[src/rtl/multicycle_core.sv]
// multicycle_core: parametrised multicycle MIPS-subset core.
// Instructions: add, sub, and, or, slt, lw, sw, beq, addi, j.
// Instruction and data memories are synchronous with a 1-cycle read latency.
// Optional feature macro: MULTICYCLE_CORE_STEP_EN. When it is defined, a 'step'
// input gates the FETCH state. When it is undefined, there is no step port.

module multicycle_core #(
  parameter int N    = 8,
  parameter int PC_W = 8,
  parameter int NREG = 8
) (
  input  logic                    clk,
  input  logic                    rst,
`ifdef MULTICYCLE_CORE_STEP_EN
  input  logic                    step,
`endif
  output logic [PC_W-1:0]         imem_addr,
  input  logic [31:0]             imem_rdata,
  output logic [N-1:0]            dmem_addr,
  output logic [N-1:0]            dmem_wdata,
  output logic                    dmem_we,
  input  logic [N-1:0]            dmem_rdata,
  output logic [PC_W-1:0]         pc,
  output logic [3:0]              state,
  output logic                    instr_done,
  output logic                    illegal,
  input  logic [$clog2(NREG)-1:0] dbg_sel,
  output logic [N-1:0]            dbg_data
);

  localparam int              RW     = $clog2(NREG);
  localparam logic [PC_W-1:0] PC_ONE = PC_W'(1);

  localparam logic [5:0] OP_RTYPE = 6'h00;
  localparam logic [5:0] OP_LW    = 6'h23;
  localparam logic [5:0] OP_SW    = 6'h2B;
  localparam logic [5:0] OP_BEQ   = 6'h04;
  localparam logic [5:0] OP_ADDI  = 6'h08;
  localparam logic [5:0] OP_J     = 6'h02;

  localparam logic [5:0] FN_ADD = 6'h20;
  localparam logic [5:0] FN_SUB = 6'h22;
  localparam logic [5:0] FN_AND = 6'h24;
  localparam logic [5:0] FN_OR  = 6'h25;
  localparam logic [5:0] FN_SLT = 6'h2A;

  typedef enum logic [3:0] {
    S_FETCH    = 4'd0,
    S_DECODE   = 4'd1,
    S_EXEC     = 4'd2,
    S_ALUWB    = 4'd3,
    S_MEMADR   = 4'd4,
    S_MEMREAD  = 4'd5,
    S_MEMWB    = 4'd6,
    S_MEMWRITE = 4'd7,
    S_BRANCH   = 4'd8,
    S_ADDIEX   = 4'd9,
    S_ADDIWB   = 4'd10,
    S_JUMP     = 4'd11
  } state_e;

  state_e          state_q;
  logic [PC_W-1:0] pc_q;
  logic [31:0]     ir_q;
  logic [N-1:0]    a_q, b_q, aluout_q;
  logic [N-1:0]    regs_q [NREG];

  logic [5:0]      in_op, in_fn;
  logic            in_legal;
  state_e          dec_next;
  logic [RW-1:0]   rs_in, rt_in;
  logic [31:0]     imm_ext;
  logic [N-1:0]    simm;
  logic [PC_W-1:0] br_off, pc_inc;
  logic [N-1:0]    alu_res;
  logic            rf_we;
  logic [RW-1:0]   rf_waddr;
  logic [N-1:0]    rf_wdata;
  logic            fetch_go;
  logic            ir_unused;

`ifdef MULTICYCLE_CORE_STEP_EN
  assign fetch_go = step;
`else
  assign fetch_go = 1'b1;
`endif

  // The word arriving from instruction memory is decoded while it is latched into IR.
  assign in_op = imem_rdata[31:26];
  assign in_fn = imem_rdata[5:0];
  assign rs_in = imem_rdata[21 +: RW];
  assign rt_in = imem_rdata[16 +: RW];

  // A single 32-bit sign extension serves both the N-bit immediate and the
  // PC_W-bit branch offset. For PC_W <= 16, the low bits are exactly IR[PC_W-1:0].
  assign imm_ext   = {{16{ir_q[15]}}, ir_q[15:0]};
  assign simm      = imm_ext[N-1:0];
  assign br_off    = imm_ext[PC_W-1:0];
  assign pc_inc    = pc_q + PC_ONE;
  assign ir_unused = ^{ir_q, imm_ext};

  // Classify the incoming instruction and choose the state that follows DECODE.
  always_comb begin
    // NOTE: every output of a combinational block gets a default first, so no
    // path leaves it unassigned and no latch is inferred.
    in_legal = 1'b1;
    dec_next = S_FETCH;
    case (in_op)
      OP_RTYPE: begin
        dec_next = S_EXEC;
        in_legal = (in_fn inside {FN_ADD, FN_SUB, FN_AND, FN_OR, FN_SLT});
      end
      OP_LW, OP_SW: dec_next = S_MEMADR;
      OP_BEQ:       dec_next = S_BRANCH;
      OP_ADDI:      dec_next = S_ADDIEX;
      OP_J:         dec_next = S_JUMP;
      default:      in_legal = 1'b0;
    endcase
    if (!in_legal) dec_next = S_FETCH;
  end

  // The ALU computes the R-type operation in EXEC and A + SignImm otherwise.
  always_comb begin
    alu_res = a_q + simm;
    if (state_q == S_EXEC) begin
      case (ir_q[5:0])
        FN_SUB:  alu_res = a_q - b_q;
        FN_AND:  alu_res = a_q & b_q;
        FN_OR:   alu_res = a_q | b_q;
        FN_SLT:  alu_res = {{(N-1){1'b0}}, ($signed(a_q) < $signed(b_q))};
        default: alu_res = a_q + b_q;
      endcase
    end
  end

  // Register-file write port: active only in the three write-back states.
  always_comb begin
    rf_we    = 1'b0;
    rf_waddr = ir_q[16 +: RW];
    rf_wdata = aluout_q;
    case (state_q)
      S_ALUWB: begin
        rf_we    = 1'b1;
        rf_waddr = ir_q[11 +: RW];
      end
      S_ADDIWB: rf_we = 1'b1;
      S_MEMWB: begin
        rf_we    = 1'b1;
        rf_wdata = dmem_rdata;
      end
      default: ;
    endcase
  end

  // Register file. Writes to register 0 are dropped, so it always reads zero.
  always_ff @(posedge clk) begin
    if (rst) begin
      // NOTE: the register file is built from flops, not a RAM macro, so
      // clearing every entry on reset is legal here and required.
      for (int i = 0; i < NREG; i++) regs_q[i] <= '0;
    end else if (rf_we && (rf_waddr != '0)) begin
      regs_q[rf_waddr] <= rf_wdata;
    end
  end

  // Main FSM: sequences each instruction and updates PC on its last cycle.
  always_ff @(posedge clk) begin
    // NOTE: sequential state uses non-blocking assignments only, so every
    // register samples pre-edge values regardless of statement order.
    if (rst) begin
      state_q  <= S_FETCH;
      pc_q     <= '0;
      ir_q     <= '0;
      a_q      <= '0;
      b_q      <= '0;
      aluout_q <= '0;
    end else begin
      case (state_q)
        S_FETCH: if (fetch_go) state_q <= S_DECODE;
        S_DECODE: begin
          ir_q    <= imem_rdata;
          a_q     <= regs_q[rs_in];
          b_q     <= regs_q[rt_in];
          state_q <= dec_next;
          if (!in_legal) pc_q <= pc_inc;
        end
        S_EXEC: begin
          aluout_q <= alu_res;
          state_q  <= S_ALUWB;
        end
        S_MEMADR: begin
          aluout_q <= alu_res;
          state_q  <= (ir_q[31:26] == OP_LW) ? S_MEMREAD : S_MEMWRITE;
        end
        S_MEMREAD: state_q <= S_MEMWB;
        S_ADDIEX: begin
          aluout_q <= alu_res;
          state_q  <= S_ADDIWB;
        end
        S_BRANCH: begin
          pc_q    <= (a_q == b_q) ? pc_inc + br_off : pc_inc;
          state_q <= S_FETCH;
        end
        S_JUMP: begin
          pc_q    <= ir_q[PC_W-1:0];
          state_q <= S_FETCH;
        end
        S_ALUWB, S_MEMWB, S_MEMWRITE, S_ADDIWB: begin
          pc_q    <= pc_inc;
          state_q <= S_FETCH;
        end
        default: state_q <= S_FETCH;
      endcase
    end
  end

  assign imem_addr  = pc_q;
  assign pc         = pc_q;
  assign state      = state_q;
  assign dmem_addr  = aluout_q;
  assign dmem_wdata = b_q;
  assign dmem_we    = (state_q == S_MEMWRITE) & ~rst;
  assign illegal    = ~rst & (state_q == S_DECODE) & ~in_legal;
  assign instr_done = ~rst & ((state_q inside {S_ALUWB, S_MEMWB, S_MEMWRITE, S_ADDIWB,
                                               S_BRANCH, S_JUMP}) |
                              ((state_q == S_DECODE) & ~in_legal));
  assign dbg_data   = regs_q[dbg_sel];

endmodule

[config.mk]
export PLATFORM = sky130hd
export DESIGN_NAME = multicycle_core
export DESIGN_NICKNAME = d
export VERILOG_FILES = /design/src/rtl/multicycle_core.sv
export SDC_FILE = /design/constraint.sdc
export NUM_CORES = 1
export LEC_CHECK = 0
export ABC_AREA = 1
export BUFFER_PORTS_ARGS = -buffer_cell sky130_fd_sc_hd__buf_4
export CAP_MARGIN = 5
export CORE_MARGIN = 2
export CORE_UTILIZATION = 60
export CTS_CLUSTER_DIAMETER = 150
export DETAILED_ROUTE_END_ITERATION = 8
export GPL_ROUTABILITY_DRIVEN = 0
export GPL_TIMING_DRIVEN = 1
export PLACE_DENSITY = 0.78
export SLEW_MARGIN = 20
export SYNTH_ARGS = -nofsm -noshare
export SYNTH_HDL_FRONTEND = slang
export SYNTH_SLANG_ARGS = --single-unit
[constraint.sdc]
create_clock -name clk -period 2.7 [get_ports clk]
set_input_delay 0.54 -clock clk [delete_from_list [all_inputs] [get_ports clk]]
set_output_delay 0.54 -clock clk [all_outputs]
set_load 0.01 [all_outputs]
---- Yosys cells after proc, flatten, opt, wreduce, memory -nomap -nowiden ----
Memory sizes are Yosys's and may differ from the RTL's. A register that Yosys moved wholly into a read port is not among the register bits.
Index checks and enable logic that the tools add are counted.
storage, ports and cells
  register bits ........................... 52
  latch bits .............................. 0
  RAM bits ................................ 64
  ROM bits ................................ 0
  input port bits ......................... 45
  output and inout port bits .............. 47
  word-level logic and storage cells ...... 84
  memories ................................ 1
memory list
  name    depth  width  read ports  clocked after memory_dff  write ports  line  text
  regs_q  8      8      3           2                         8            66    logic [N-1:0] regs_q [NREG];
operators by class
  add/subtract/negate cells ............... 5
  $mul .................................... 0
  div/mod/pow operators ................... 0
  magnitude comparators ................... 1
  equality and inequality tests ........... 28
  shifts and indexed selects .............. 0
  multiplexer cells ....................... 21
  bitwise gates (word level) .............. 10
  reduce and logical (&&, ||, !) cells .... 14
operator list
  operator               number
  $eq A6 B6 Y1 const B   12
  $pmux W8 S4            2
  $mux W8                5
  $add A8 B8 Y8          3
  $pmux W4 S6            1
  $pmux W4 S5            1
  $eq A4 B3 Y1 const B   4
  $eq A4 B4 Y1 const B   4
  $add A8 B1 Y8 const B  1
  $and A8 B8 Y8          1
  $eq A4 B2 Y1 const B   2
  $eq A8 B8 Y1           1
  $lt A8 B8 Y1           1
  $or A8 B8 Y8           1
  $reduce_or A8 Y1       1
  $sub A8 B8 Y8          1
  $mux W1                7
  $eq A6 B2 Y1 const B   1
  $eq A6 B3 Y1 const B   1
  $eq A6 B4 Y1 const B   1
  $logic_not A6 Y1       1
  $mux W3                2
  $reduce_bool A6 Y1     1
  $reduce_or A3 Y1       2
  other kinds (17)       22

---- Depth between registers and ports, before layout ----
  depth after elaboration ................. 9
  depth in mapped cells ................... 17
  mapped depth without buffers ............ 17

---- Worst setup path before layout ----
Ideal clock, no wire load.
  kind .................................... input port to output port
  from .................................... in dbg_sel[0]
  to ...................................... out dbg_data[0]
  data arrival time ....................... 1,753 ps
  required time ........................... 2,160 ps
  path slack .............................. 407 ps
  stages on the path ...................... 8
  buffers on the path ..................... 3
  path through ............................ clkbuf_1 inv_1 clkbuf_1 clkbuf_1 nand2_1 o21ai_0 a21oi_1 a31oi_1
between the ends
  word-level cells in the longest chain between the ends .. 1
RTL lines
  element             line  text
  start: declaration  27    input logic [$clog2(NREG)-1:0] dbg_sel,
  $mem_v2 Z8 W8       n/a
  end: declaration    28    output logic [N-1:0] dbg_data
No other way between the ends.

---- Final worst setup path ----
  from .................................... reg state_q[2] (netlist: state[2])
  to ...................................... out instr_done
between the ends
  word-level cells in the longest chain between the ends .. 4
  elaborated cells between the ends (all ways) .. 11
  classes of those cells .................. eq/ne: 7; bitwise: 3; reduce/logical: 1
RTL lines
  element                                              line      text
  start: declaration                                   62        state_e state_q;
  start signal: assignment                             184       state_q <= dec_next;
  start signal: assignment                             193       state_q <= (ir_q[31:26] == OP_LW) ? S_MEMREAD : S_MEMWRITE;
  $eq A4 B2 Y1 (tied with other cells)                 224       assign instr_done = ~rst & ((state_q inside {S_ALUWB, S_MEMWB, S_MEMWRITE, S_ADDIWB,
  $reduce_bool A6 Y1 or $and A1 B1 Y1 (tied branches)  224, 226
  $or A1 B1 Y1 (*)                                     225       S_BRANCH, S_JUMP}) |
  $and A1 B1 Y1 (*)                                    224
  end: declaration                                     25        output logic instr_done,
Mark *: on every way between the ends. The rest lies on a longest branch, timed or not.

==> impl_metrics.tcl <==
set metrics [dict create \
    drt_iter0_markers 1001 \
    fmax_mhz 390 \
    worst_pin_slew_ns 0.659 \
    syn_inst 1189 \
    worstReg2RegStart "imem_addr[0]$_SDFFE_PP0P_" \
    rsz0062_at_grt "no" \
    drv_cap 0 \
    hold_ws_ns 0.333 \
    timing.slew.headroom_pct 54.8 \
    placeableCoreArea_um2 13800 \
    fp.dieW_um 123 \
    clock_sinks 120 \
    antenna_found_initial 0 \
    endpoint_kind "output pin" \
    power_density_nw_per_um2 588 \
    slowest_delay_ns 0.37 \
    finalMaxSlewViolations 0 \
    num_antenna_cells 0 \
    skew_ns 0.0143 \
    use_met3_pct 7.71 \
    synth-main-ff-cell "edfxtp_1" \
    yosysTopAreaCell "edfxtp_1" \
    clock_path_buffers 2 \
    syn-cell-area_um2 8440 \
    worstSetupStartpointType "register" \
    area_growth_pct 18.1 \
    p_total_w 0.00586 \
    fin_crit_ns 2.56 \
    yosysMostFrequentCell "nand2_1" \
    critical_path.endpoint "instr_done" \
    path_cells "inv_1 > nand2_2 > nor2_1 > inv_1 > nand2_2 > nor3_4 > nand2_4 > inv_2 > nor2_1 > buf_4" \
    synth-edff-count 64 \
    yosysUniqueCellTypes 43 \
    fin_nets 1356 \
    start_util_pct 61.0 \
    grt_pass1_vias 7642 \
    synth_commonest_cells "nand2_1 (177), o21ai_0 (163), nor2_1 (151), inv_1 (139), a21oi_1 (125)" \
    grt_pass1_wl_um 38600 \
    hold_viol 0 \
    vias 8613 \
    drtPass1Iterations 6 \
    ir_drop_uv 503 \
    cts_setup_buffers 0 \
    reg2reg_to "imem_addr[7]$_SDFFE_PP0P_" \
    status "finished, final reports clean" \
    tns_ns 0 \
    fillerInstances 1115 \
    hpwl_um 18300 \
    cp_max_fo 9 \
    cts_tree "yes" \
    yosys_warnings 0 \
    ios 92 \
    crit_arrival_ns 2.02 \
    via_per_inst 5.90 \
    hold_path_class "input port to register" \
    numCtsBuffers 17 \
    track_usage_pct 33.9 \
    required_ns 2.16 \
    ys_top_cells_by_area "edfxtp_1 (23%), dfxtp_1 (13%), o21ai_0 (9.7%)" \
    wl_um 25100 \
    ff2ff_path_depth 16 \
    grt_use_met2_pct 53.6 \
    root_buffer "clkbuf_16" \
    synth_top_area_share_pct 22.8 \
    crit_type "register to output pin" \
    cp_slowest_cell "dfxtp_1" \
    power_leakage_nw 4.52 \
    overflow 0 \
    busiest_layer "met2" \
    rows 43 \
    clk_latency_ns 0.43 \
    min_period_over_period_pct 94.9 \
    startpoint "state[2]$_SDFF_PP0_" \
    clk_pin_slew_ns 0.06 \
    grtUsageMet1_pct 44.0 \
    portBuffers 82 \
    reg2reg_slack_ns 0.26 \
    die_area_um2 15000 \
    grt_max_degree 59 \
    setup_viol 0 \
    htree_num_levels 4 \
    die-height_um 123 \
    routedWlPerCell_um 17.2 \
    synth_area_per_cell_um2 7.10 \
    layout-drive-gt1-share_pct 13.6 \
    ys_ff_latch 120 \
    cts_hold_buf 0 \
    seq_area_frac_synth_pct 36.1 \
    route.antenna.remaining_nets 0 \
    drt_drc_violations_left 0 \
    async_flop_share_pct 0 \
]
==> worst min path at each step <==
stage / startpoint / end / slack, ns / cells past startpoint
6_report: imem_rdata[12] / ir_q[12]$_SDFFE_PP0P_ / 0.33 / 3
5_1_grt: imem_rdata[12] / ir_q[12]$_SDFFE_PP0P_ / 0.34 / 3
4_1_cts: imem_rdata[13] / ir_q[13]$_SDFFE_PP0P_ / 0.33 / 3
3_5_place_dp: ir_q[30]$_SDFFE_PP0P_ / ir_q[30]$_SDFFE_PP0P_ / 0.46 / 2
3_3_place_gp: ir_q[30]$_SDFFE_PP0P_ / ir_q[30]$_SDFFE_PP0P_ / 0.44 / 2
2_1_floorplan: ir_q[30]$_SDFFE_PP0P_ / ir_q[30]$_SDFFE_PP0P_ / 0.43 / 2
==> layout make-up <==
class / count / area, µm² / area share [%]
clock buffers: 28 / 592 / 5.94
clock inverters: 4 / 70.1 / 0.703
inverters: 144 / 541 / 5.42
multi-input cells: 872 / 4650 / 46.7
flip-flops and latches: 120 / 3040 / 30.5
well taps: 180 / 225 / 2.26
repair buffers: 111 / 846 / 8.49
==> report_power, final <==
group	internal [W]	total (W)	switching, W	leakage [nW]
clock network	0.00168	0.00247	0.000795	0.327
registers	0.00203	0.00214	0.000111	1.12
logic	0.000455	0.00125	0.000790	3.07
==> worst max-delay path, delay by kind of cell (launching register included) <==
kind | cells | cell delay (ns)
AND/OR/NAND/NOR | 6 | 0.72
flip-flops | 1 | 0.37
buffers and inverters | 4 | 0.49
==> metrics by stage <==
stage	std cells	cell area (µm²)	setup WS, ns	util, %
2_1_floorplan	1196	8460	0.407	-
3_3_place_gp	1427	9280	0.335	67.1
3_5_place_dp	1427	9280	0.317	67.1
4_1_cts	1459	9950	0.00493	72.0
5_1_grt	1459	9970	0.0182	72.1
6_report	1459	9970	0.139	72.1
==> what timing repair did <==
item | in CTS | in global routing
resized for setup | 2 | 4
pin swaps | 1 | 1
endpoints found under the setup margin | 1 | 1
==> layer usage <==
layer  part of all wire [%]  up-vias
met4                    3.9        0
met1                     40     3842
li1                       -     4168
met5                      0        -
met3                     11       84
met2                     45      519
==> registers in the layout, indices dropped and copies added (netlist names) <==
name and flops:
imem_addr 8, dmem_wdata 8, state 4, dmem_addr 8, ir_q 20, a_q 8, regs_q 64
==> layout by cell type, fill, tap and decap left out, drive strengths merged, types with 13 or more instances in the layout <==
cell type	instances
a21oi	125
buf	111
clkbuf	28
dfxtp	56
edfxtp	64
ha	41
inv	143
mux2i	14
nand2	185
nand3	67
nand4	13
nor2	155
nor3	17
o211ai	24
o21ai	168
==> kinds of logic after synthesis <==
logic type	Yosys count	share of synthesized area, %
buf+inv	204	9.52
flops	120	36.1
compound gates	347	22.1
other cells	1	0.0444
simple gates	448	22.5
mux	14	1.66
xor+xnor	10	1.04
fa+ha+maj	45	7.03
Power figures use the tool's default switching activity.
